<file path="config.mk">
export PLATFORM = sky130hd
export DESIGN_NAME = sha256_round_ctrl
export DESIGN_NICKNAME = d
export VERILOG_FILES = /design/src/rtl/sha256_round_ctrl.sv
export SDC_FILE = /design/constraint.sdc
export NUM_CORES = 1
export LEC_CHECK = 0
export CAP_MARGIN = 30
export CORE_UTILIZATION = 46
export DETAILED_ROUTE_END_ITERATION = 10
export PLACE_DENSITY = 0.89
export SYNTH_ARGS = -nofsm -noshare
export SYNTH_HDL_FRONTEND = slang
export SYNTH_SLANG_ARGS = --single-unit
</file>
<file path="constraint.sdc">
create_clock -name CLK -period 2.01 [get_ports CLK]
set_input_delay 0.201 -clock CLK [delete_from_list [all_inputs] [get_ports CLK]]
set_output_delay 0.201 -clock CLK [all_outputs]
set_load 0.05 [all_outputs]
</file>
<file path="src/rtl/sha256_round_ctrl.sv">
`timescale 1ns/1ps
// SHA-256 compression sequencer: block handshake, 64-round stepping,
// working/hash register enables and digest hand-off.
module sha256_round_ctrl (
  input  logic       CLK,
  input  logic       RST,
  input  logic       blk_valid_i,
  input  logic       first_blk_i,
  input  logic       last_blk_i,
  output logic       blk_ready_o,
  output logic       msg_load_o,
  input  logic       abort_i,
  output logic       reg_start_o,
  output logic       init_sel_o,
  output logic       hash_init_o,
  output logic       hash_upd_o,
  output logic [5:0] round_o,
  output logic       w_sel_o,
  output logic       w_shift_o,
  output logic       busy_o,
  output logic       digest_valid_o,
  input  logic       digest_ack_i
);

  typedef enum logic [2:0] {
    S_IDLE,
    S_INIT,
    S_ROUND,
    S_UPDATE,
    S_DONE
  } state_t;

  state_t     r_state;
  logic [5:0] r_t;
  logic       r_first;
  logic       r_last;
  logic       r_start;
  logic       r_isel;
  logic       r_upd;
  logic       r_wshift;
  logic       r_busy;
  logic       r_dv;

  logic       w_accept;
  logic       w_abort;

  assign blk_ready_o = (r_state == S_IDLE) & ~RST;
  assign w_accept    = blk_ready_o & blk_valid_i;
  assign w_abort     = abort_i & (r_state inside {S_INIT, S_ROUND, S_UPDATE});

  assign msg_load_o     = w_accept;
  assign reg_start_o    = r_start;
  assign init_sel_o     = r_isel;
  // H is IV only on a first block; the datapath muxes IV in that cycle
  assign hash_init_o    = r_isel & r_first;
  assign hash_upd_o     = r_upd & ~abort_i;
  assign round_o        = r_t;
  assign w_sel_o        = (r_t >= 6'd16);
  assign w_shift_o      = r_wshift;
  assign busy_o         = r_busy;
  assign digest_valid_o = r_dv;

  always_ff @(posedge CLK or posedge RST) begin
    if (RST) begin
      r_state  <= S_IDLE;
      r_t      <= '0;
      r_first  <= 1'b0;
      r_last   <= 1'b0;
      r_start  <= 1'b0;
      r_isel   <= 1'b0;
      r_upd    <= 1'b0;
      r_wshift <= 1'b0;
      r_busy   <= 1'b0;
      r_dv     <= 1'b0;
    end else begin
      r_start  <= 1'b0;
      r_isel   <= 1'b0;
      r_upd    <= 1'b0;
      r_wshift <= 1'b0;
      if (w_abort) begin
        r_state <= S_IDLE;
        r_t     <= '0;
        r_first <= 1'b0;
        r_last  <= 1'b0;
        r_busy  <= 1'b0;
      end else begin
        unique case (r_state)
          S_IDLE: begin
            if (w_accept) begin
              r_state <= S_INIT;
              r_first <= first_blk_i;
              r_last  <= last_blk_i;
              r_start <= 1'b1;
              r_isel  <= 1'b1;
              r_busy  <= 1'b1;
            end
          end
          S_INIT: begin
            r_state  <= S_ROUND;
            r_t      <= '0;
            r_start  <= 1'b1;
            r_wshift <= 1'b1;
          end
          S_ROUND: begin
            if (r_t == 6'd63) begin
              r_state <= S_UPDATE;
              r_t     <= '0;
              r_upd   <= 1'b1;
            end else begin
              r_t      <= r_t + 6'd1;
              r_start  <= 1'b1;
              r_wshift <= 1'b1;
            end
          end
          S_UPDATE: begin
            if (r_last) begin
              r_state <= S_DONE;
              r_dv    <= 1'b1;
            end else begin
              r_state <= S_IDLE;
              r_busy  <= 1'b0;
            end
          end
          S_DONE: begin
            if (digest_ack_i) begin
              r_state <= S_IDLE;
              r_dv    <= 1'b0;
              r_busy  <= 1'b0;
            end
          end
          default: begin
            r_state <= S_IDLE;
            r_busy  <= 1'b0;
            r_dv    <= 1'b0;
          end
        endcase
      end
    end
  end

endmodule

</file>
# [Word-level counts from Yosys, hierarchy flattened]
# Index checks and enable logic that the tools add are counted.
[word_totals] register_bits=17 out_inout_bits=16
[classes] n_addsub=1 magnitude_cmp=1 n_eq_ne=12 mux=33 bitwise=9 reduce_logical=11
[op_table] operator="$mux W1" count=20
[op_table] operator="$mux W3" count=5
[op_table] operator="$pmux W3 S5" count=1
[op_table] operator="$mux W6" count=2
[op_table] operator="$pmux W6 S2" count=1
[op_table] operator="$ne A3 B3 Y1 const B" count=3
[op_table] operator="$reduce_and A4 Y1" count=2
[op_table] operator="$add A6 B1 Y6 const B" count=1
[op_table] operator="$eq A3 B2 Y1 const B" count=2
[op_table] operator="$eq A6 B6 Y1 const B" count=1
[op_table] operator="$ge A6 B5 Y1 const B" count=1
[op_table] operator="$pmux W1 S3" count=2
[op_table] operator="$reduce_bool A3 Y1" count=2
[op_table] operator="$and A1 B1 Y1" count=5
[op_table] operator="$ne A2 B2 Y1 const B" count=2
[op_table] operator="$not A1 Y1" count=4
[op_table] operator="$pmux W1 S4" count=1
[op_table] operator="$reduce_bool A2 Y1" count=2
[op_table] operator="$eq A3 B1 Y1 const B" count=1
[op_table] operator="$eq A3 B3 Y1 const B" count=1
[op_table] operator="$logic_not A3 Y1" count=1
[op_table] operator="$ne A3 B2 Y1 const B" count=1
[op_table] operator="$reduce_and A3 Y1" count=1
[op_table] operator="$reduce_or A3 Y1" count=1
[op_table] operator="other kinds (4)" count=4

# [Depth between registers and ports, before layout]
# Gate-level depths: netlist of the first run.
[logic_depth] depth_word=6 mapped_depth=6

# [Least setup slack after synthesis of the first run]
# Ideal clock, no wire load.
[synth_timing] path_kind="register -> register" from="reg r_state[0]" to="reg r_first" arrival_time_ns=3.046 required_ns=1.889 slack_ns=-1.157 path_stages_with_launch=7 path_buffers=1 period_less_slack_ns=3.167 cell_sequence="dfrtp_1 -> clkbuf_1 -> nor4_1 -> nand2_1 -> inv_2 -> a21oi_1 -> a22o_1"
[synth_via] elab_chain_len=5
[synth_lines] element="start: declaration" line="33" source="state_t r_state;"
[synth_lines] element="start signal: assignment" line="65" source="r_state <= S_IDLE;"
[synth_lines] element="start signal: assignment" line="81" source="r_state <= S_IDLE;"
[synth_lines] element="start signal: assignment" line="90" source="r_state <= S_INIT;"
[synth_lines] element="$logic_not A3 Y1" line="47" source="assign blk_ready_o = (r_state == S_IDLE) & ~RST;"
[synth_lines] element="$and A1 B1 Y1" line="47"
[synth_lines] element="via blk_ready_o" line="10" source="output logic blk_ready_o,"
[synth_lines] element="$and A1 B1 Y1" line="48" source="assign w_accept = blk_ready_o & blk_valid_i;"
[synth_lines] element="via msg_load_o" line="11" source="output logic msg_load_o,"
[synth_lines] element="$reduce_bool A2 Y1 (no line)"
[synth_lines] element="$reduce_and A2 Y1 (no line)"
[synth_lines] element="end signal: assignment" line="91" source="r_first <= first_blk_i;"
[synth_lines] element="end: declaration" line="35" source="logic r_first;"
# The timed path passes the listed nets, and every way through them passes these cells.
# A chain may end at the register's enable or synchronous reset.

# [Final worst setup path of the first run]
[layout_timing] from="reg r_t[4], in the netlist round_o[4]" to="out w_sel_o"
[layout_via] elab_chain_len=1
[layout_lines] element="start: declaration" line="34" source="logic [5:0] r_t;"
[layout_lines] element="start signal: assignment" line="110" source="r_t <= r_t + 6'd1;"
[layout_lines] element="$ge A6 B5 Y1" line="58" source="assign w_sel_o = (r_t >= 6'd16);"
[layout_lines] element="end: declaration" line="18" source="output logic w_sel_o,"
# Every way passes these cells.

==> results.json, run 1 <==
{
  "status": "finished with violations",
  "violations": "DRC",
  "tightest_slew_ns": 0.641,
  "yosys-top-cells-area": "dfrtp_1 (51%), o21ai_0 (5.4%), nand2_1 (4.9%)",
  "grt_max_degree": 18,
  "drt-initial-drc-count": 27,
  "critPathRequiredTime_ns": 1.81,
  "finalCriticalPeriod_ns": 1.97,
  "critPathLaunchType": "register",
  "ios": 23,
  "maxSlewHeadroom": 0.572,
  "grt_pass1_wl_mm": 3.02,
  "final_cell_mix": "clkdlybuf4s50_1 (19), dfrtp_1 (16), nand2_1 (11)",
  "grt-ovfl-total": 0,
  "ys_seq_area_frac": 0.509,
  "syn_inst": 85,
  "dieArea_mm2": 0.00199,
  "drv_slew": 0,
  "via_count": 789,
  "cp_max_fo": 7,
  "tns_ns": 0,
  "wl_per_cell_um": 14.4,
  "syn_area_per_cell_um2": 9.83,
  "max_freq_mhz": 507,
  "antenna_cells": 0,
  "die_w_um": 44.6,
  "hpwl_mm": 1.41,
  "cap_viol_max_count": 0,
  "setup_viol": 0,
  "power_density_mw_per_mm2": 692,
  "end_kind": "output port",
  "synth.distinct_cells": 32,
  "antenna_found_initial": 0,
  "worstHoldPathType": "input port to asynchronous set/reset pin",
  "cts_max_path_buffers": 2,
  "cts_root_buf": "clkbuf_4",
  "rsz0062_at_grt": "no",
  "synth.top_cell.area_share": 0.509,
  "first_pass_iters": 7,
  "path_clk_slew_ns": 0.11,
  "finalWirelength_mm": 1.98,
  "first_global_vias": 738,
  "final_common_cell": "clkdlybuf4s50_1",
  "stdcell_area_mm2": 0.00117,
  "dp_cells": 133,
  "netlist_area_um2": 836,
  "drc": 1,
  "cts_buffers": 3,
  "finalHoldViolCount": 0,
  "syn_nets": 93,
  "skew_ns": 0.00719,
  "p_leak_nw": 0.530,
  "ys_ff_latch": 17,
  "via_per_inst": 5.76,
  "nets": 121,
  "dp_slack_ns": 0.230,
  "cts_tree": "built",
  "antenna_left": 0,
  "final.setup.worst_slack_ns": 0.0374,
  "clkLatencyLatePin_ns": 0.29,
  "yosys.area.top_type": "dfrtp_1",
  "crit_type": "register to output port",
  "io_buffers": 22,
  "worstPathArrival_ns": 1.77,
  "utilization": 0.688,
  "grtUsageTotal": 0.210,
  "finalNonFillerCells": 137,
  "placed_cell_area_mm2": 0.00115,
  "ys_warn_count": 0,
  "reg2reg_from": "r_state[1]$_DFFE_PP0P_",
  "startpoint": "round_o[4]$_DFFE_PP0P_",
  "start_util": 0.489,
  "ir_drop_uv": 495,
  "rows": 15,
  "ctsHtreeMaxLevel": 1,
  "dieHeight_um": 44.6,
  "clkSinkCount": 17,
  "rrSetupSlack_ns": 0.30,
  "finalCritPeriodShare": 0.981,
  "syn_to_final_growth_pct": 40.6,
  "hold_buffers": 0,
  "core_mm2": 0.00171,
  "place.gp.congestion": 0.803,
  "layout-drive-gt1-share": 0.170
}
==> logic make-up after synthesis <==
| kind of cell | share of synthesized area |
|---|---|
| AO/OA/AOI/OAI | 0.216 |
| adder cells (fa/ha/maj) | 0.0150 |
| buffers and inverters | 0.0464 |
| flip-flops | 0.509 |
| AND/OR/NAND/NOR | 0.214 |
==> through the flow <==
stage               power, mW  hold WS, ns
floorplan               0.542        0.127
global placement        0.625        0.462
detailed placement      0.634        0.491
CTS                     0.811        0.411
global route            0.843        0.487
finish                  0.813        0.399
==> registers in the layout, summed over array words and instances (netlist names) <==
register and flops:
r_state 3, r_first 1, reg_start_o 1, r_last 1
r_upd 1, digest_valid_o 1, w_shift_o 1, busy_o 1
init_sel_o 1, round_o 6
==> report_power, final <==
| part | internal, mW | switching (mW) |
|---|---|---|
| Clock | 0.0739 | 0.109 |
| Combinational | 0.0931 | 0.144 |
| Sequential | 0.370 | 0.0237 |
==> synth_stat cells <==
library cell	instances
o21ai_0	9
o31ai_1	3
clkbuf_1	2
nand3_1	3
buf_6	1
a22o_1	3
inv_1	3
a31o_1	1
or4b_4	1
nor2_1	3
inv_2	1
nor4b_1	1
o21a_1	1
ha_1	1
a21oi_1	2
buf_2	1
nor3_1	4
a21o_1	1
nor2b_1	3
nand2_1	11
o22a_1	1
and2_1	2
nor4_1	1
and3_1	1
o41ai_2	1
or2_2	1
dfrtp_1	17
o21ba_2	1
a41oi_1	1
nand4_1	1
nand2b_1	2
a2bb2oi_1	1
==> critical path, cell delays in order (launching register included) <==
cell and delay, ns:
dfrtp_1 0.47, or2_2 0.32, clkdlybuf4s50_1 0.70
==> cell type report <==
cell class / count / area [um2]
Fill cell: 131 / 533
Clock inverter: 1 / 5.00
Sequential cell: 17 / 427
Tap cell: 25 / 31.3
Inverter: 4 / 15.0
Multi-Input combinational cell: 60 / 387
Clock buffer: 3 / 22.5
Timing Repair Buffer: 27 / 288
==> worst paths after layout <==
check,to,cells past startpoint
setup / recovery,w_sel_o,2
hold / removal,digest_valid_o$_DFFE_PP0P_,2
hold reg to reg,r_first$_DFFE_PP0P_,1
min in group CLK,r_first$_DFFE_PP0P_,1
max in group asynchronous,r_state[1]$_DFFE_PP0P_,2
setup reg to reg,round_o[5]$_DFFE_PP0P_,3
==> metal layers <==
layer,vias to the layer above,wire (um),GRT usage
met3,2,76,0.0408
met5,-,0,0
met2,28,1080,0.371
met4,0,18,0.0970
met1,400,802,0.245
li1,359,-,-
==> repair_timing <==
item / CTS / global route
gates resized for setup: 0 / 1
endpoints found under the hold margin: 0 / 0
endpoints found under the setup margin: 0 / 1
setup buffers: 0 / 0
Note: power is estimated with default switching activity, not from simulation.
==> run 2: changes to the inputs <==
Settings changed: CAP_MARGIN 30 to 0, CORE_UTILIZATION 46 to 49, PLACE_DENSITY 0.89 to 0.93.
Clock period 2.01 ns to 2.5 ns, I/O delays scaled along.
==> run 2 against run 1 <==
The run now ends clean; worst hold slack better by 0.0081 ns; flip-flop and latch count did not move; clock power decreased by 24%; non-clock buffer count fell by 5; design area down 7.9%; first-iteration DRC count is 33% higher; count of clock-buffer cells in the layout is 1 higher; critical path depth stayed put; register-to-register slack improved by 0.46 ns; critical path type unchanged; critical endpoint is now blk_ready_o; highest routed layer unchanged.
==> results.json, run 2 (synthesis gave the netlist of run 1 again) <==
{
  "syn_to_final_growth_pct": 29.5,
  "p_leak_nw": 0.488,
  "reg2reg_from": "r_state[0]$_DFFE_PP0P_",
  "io_buffers": 22,
  "rsz0062_at_grt": "no",
  "antenna_left": 0,
  "critPathLaunchType": "register",
  "tightest_slew_ns": 0.775,
  "stdcell_area_mm2": 0.00108,
  "startpoint": "r_state[1]$_DFFE_PP0P_",
  "grtUsageTotal": 0.196,
  "n_fill_cell": 116,
  "placed_cell_area_mm2": 0.00106,
  "rrSetupSlack_ns": 0.76,
  "nets": 116,
  "via_count": 735,
  "finalCritPeriodShare": 0.914,
  "drt-initial-drc-count": 36,
  "first_global_vias": 643,
  "largest_reg_flops": 6,
  "worstHoldPathType": "input port to asynchronous set/reset pin",
  "maxSlewHeadroom": 0.476,
  "power_density_mw_per_mm2": 575,
  "hold_buffers": 0,
  "finalWirelength_mm": 1.66,
  "clkLatencyLatePin_ns": 0.28,
  "layout-drive-gt1-share": 0.0935,
  "status": "complete, no violations",
  "skew_ns": 0.00248,
  "start_util": 0.542,
  "max_freq_mhz": 438,
  "dieArea_mm2": 0.00187,
  "wl_per_cell_um": 13.5,
  "antenna_found_initial": 0,
  "rows": 14,
  "ctsHtreeMaxLevel": 1,
  "drc": 0,
  "final_cell_mix": "clkdlybuf4s50_1 (21), dfrtp_1 (17), nand2_1 (11)",
  "path_clk_slew_ns": 0.09,
  "whs_ns": 0.408,
  "tns_ns": 0,
  "grt_pass1_wl_mm": 2.77,
  "finalCriticalPeriod_ns": 2.29,
  "cp_max_fo": 12,
  "finalHoldViolCount": 0,
  "setup_viol": 0,
  "cts_tree": "built",
  "total_power_mw": 0.623,
  "ios": 23,
  "core_mm2": 0.00154,
  "post_cts_buffers": 0,
  "crit_type": "register to output port",
  "drv_slew": 0,
  "cts_buffers": 3,
  "hpwl_mm": 1.24,
  "antenna_cells": 0,
  "cts_max_path_buffers": 2,
  "worstPathArrival_ns": 2.04,
  "via_per_inst": 5.98,
  "die_w_um": 43.3,
  "utilization": 0.702,
  "clkSinkCount": 17,
  "post_cts_resized": 0,
  "cap_viol_max_count": 0,
  "r2r_cells": 3,
  "end_kind": "output port",
  "grt-ovfl-total": 0,
  "final_common_cell": "clkdlybuf4s50_1",
  "cts_root_buf": "clkbuf_4",
  "first_pass_iters": 4,
  "dieHeight_um": 43.3,
  "place.gp.congestion": 0.804,
  "endpoint": "blk_ready_o",
  "critPathRequiredTime_ns": 2.25,
  "ir_drop_uv": 382,
  "r2r-end": "round_o[5]$_DFFE_PP0P_",
  "grt_max_degree": 18
}
-- run 2: critical path, cell delays in order, from the launching register on --
cell and delay (ns):
dfrtp_1 0.51, nor4_2 0.38, clkdlybuf4s50_1 0.86
-- run 2: worst min-delay path by stage --
stage,to,from,slack [ns]
after floorplan,busy_o$_DFFE_PP0P_,RST,0.18
after detailed placement,busy_o$_DFFE_PP0P_,busy_o$_DFFE_PP0P_,0.47
after CTS,r_state[0]$_DFFE_PP0P_,RST,0.42
final,round_o[2]$_DFFE_PP0P_,RST,0.41
after global placement,busy_o$_DFFE_PP0P_,busy_o$_DFFE_PP0P_,0.46
after global routing,round_o[0]$_DFFE_PP0P_,RST,0.50
-- run 2: final cells by class --
class	instances	area, um2	area share
timing repair buffer	22	218	0.201
inverter	4	15.0	0.0139
multi-input combinational	60	378	0.349
clock buffer	4	26.3	0.0243
tap	16	20.0	0.0185
sequential	17	425	0.393
-- run 2: power breakdown --
part,internal [mW],total (mW),switching (mW)
Combinational,0.0619,0.167,0.106
Sequential,0.297,0.316,0.0194
Clock,0.0618,0.139,0.0772
Total,0.421,0.623,0.202
-- run 2: routing by layer --
layer	global-route usage	share of wire	vias to the layer above	wire length, um
li1	-	-	350	-
met2	0.296	0.47	23	773
met5	0	0	-	0
met1	0.280	0.47	358	786
met3	0.0298	0.049	4	82
met4	0.0909	0.0097	0	16
-- run 2: per-stage QoR --
step / instances / setup slack, ns
floorplan: 85 / 0.0260
detailed placement: 119 / 0.491
global placement: 119 / 0.495
CTS: 123 / 0.235
global route: 123 / 0.170
finish: 123 / 0.214
==> run 3: changes to the inputs <==
Settings changed: CTS_CLUSTER_SIZE set to 30.
==> results of run 3 <==
Same layout as run 2: the final DEF is identical, and so are final timing and power.
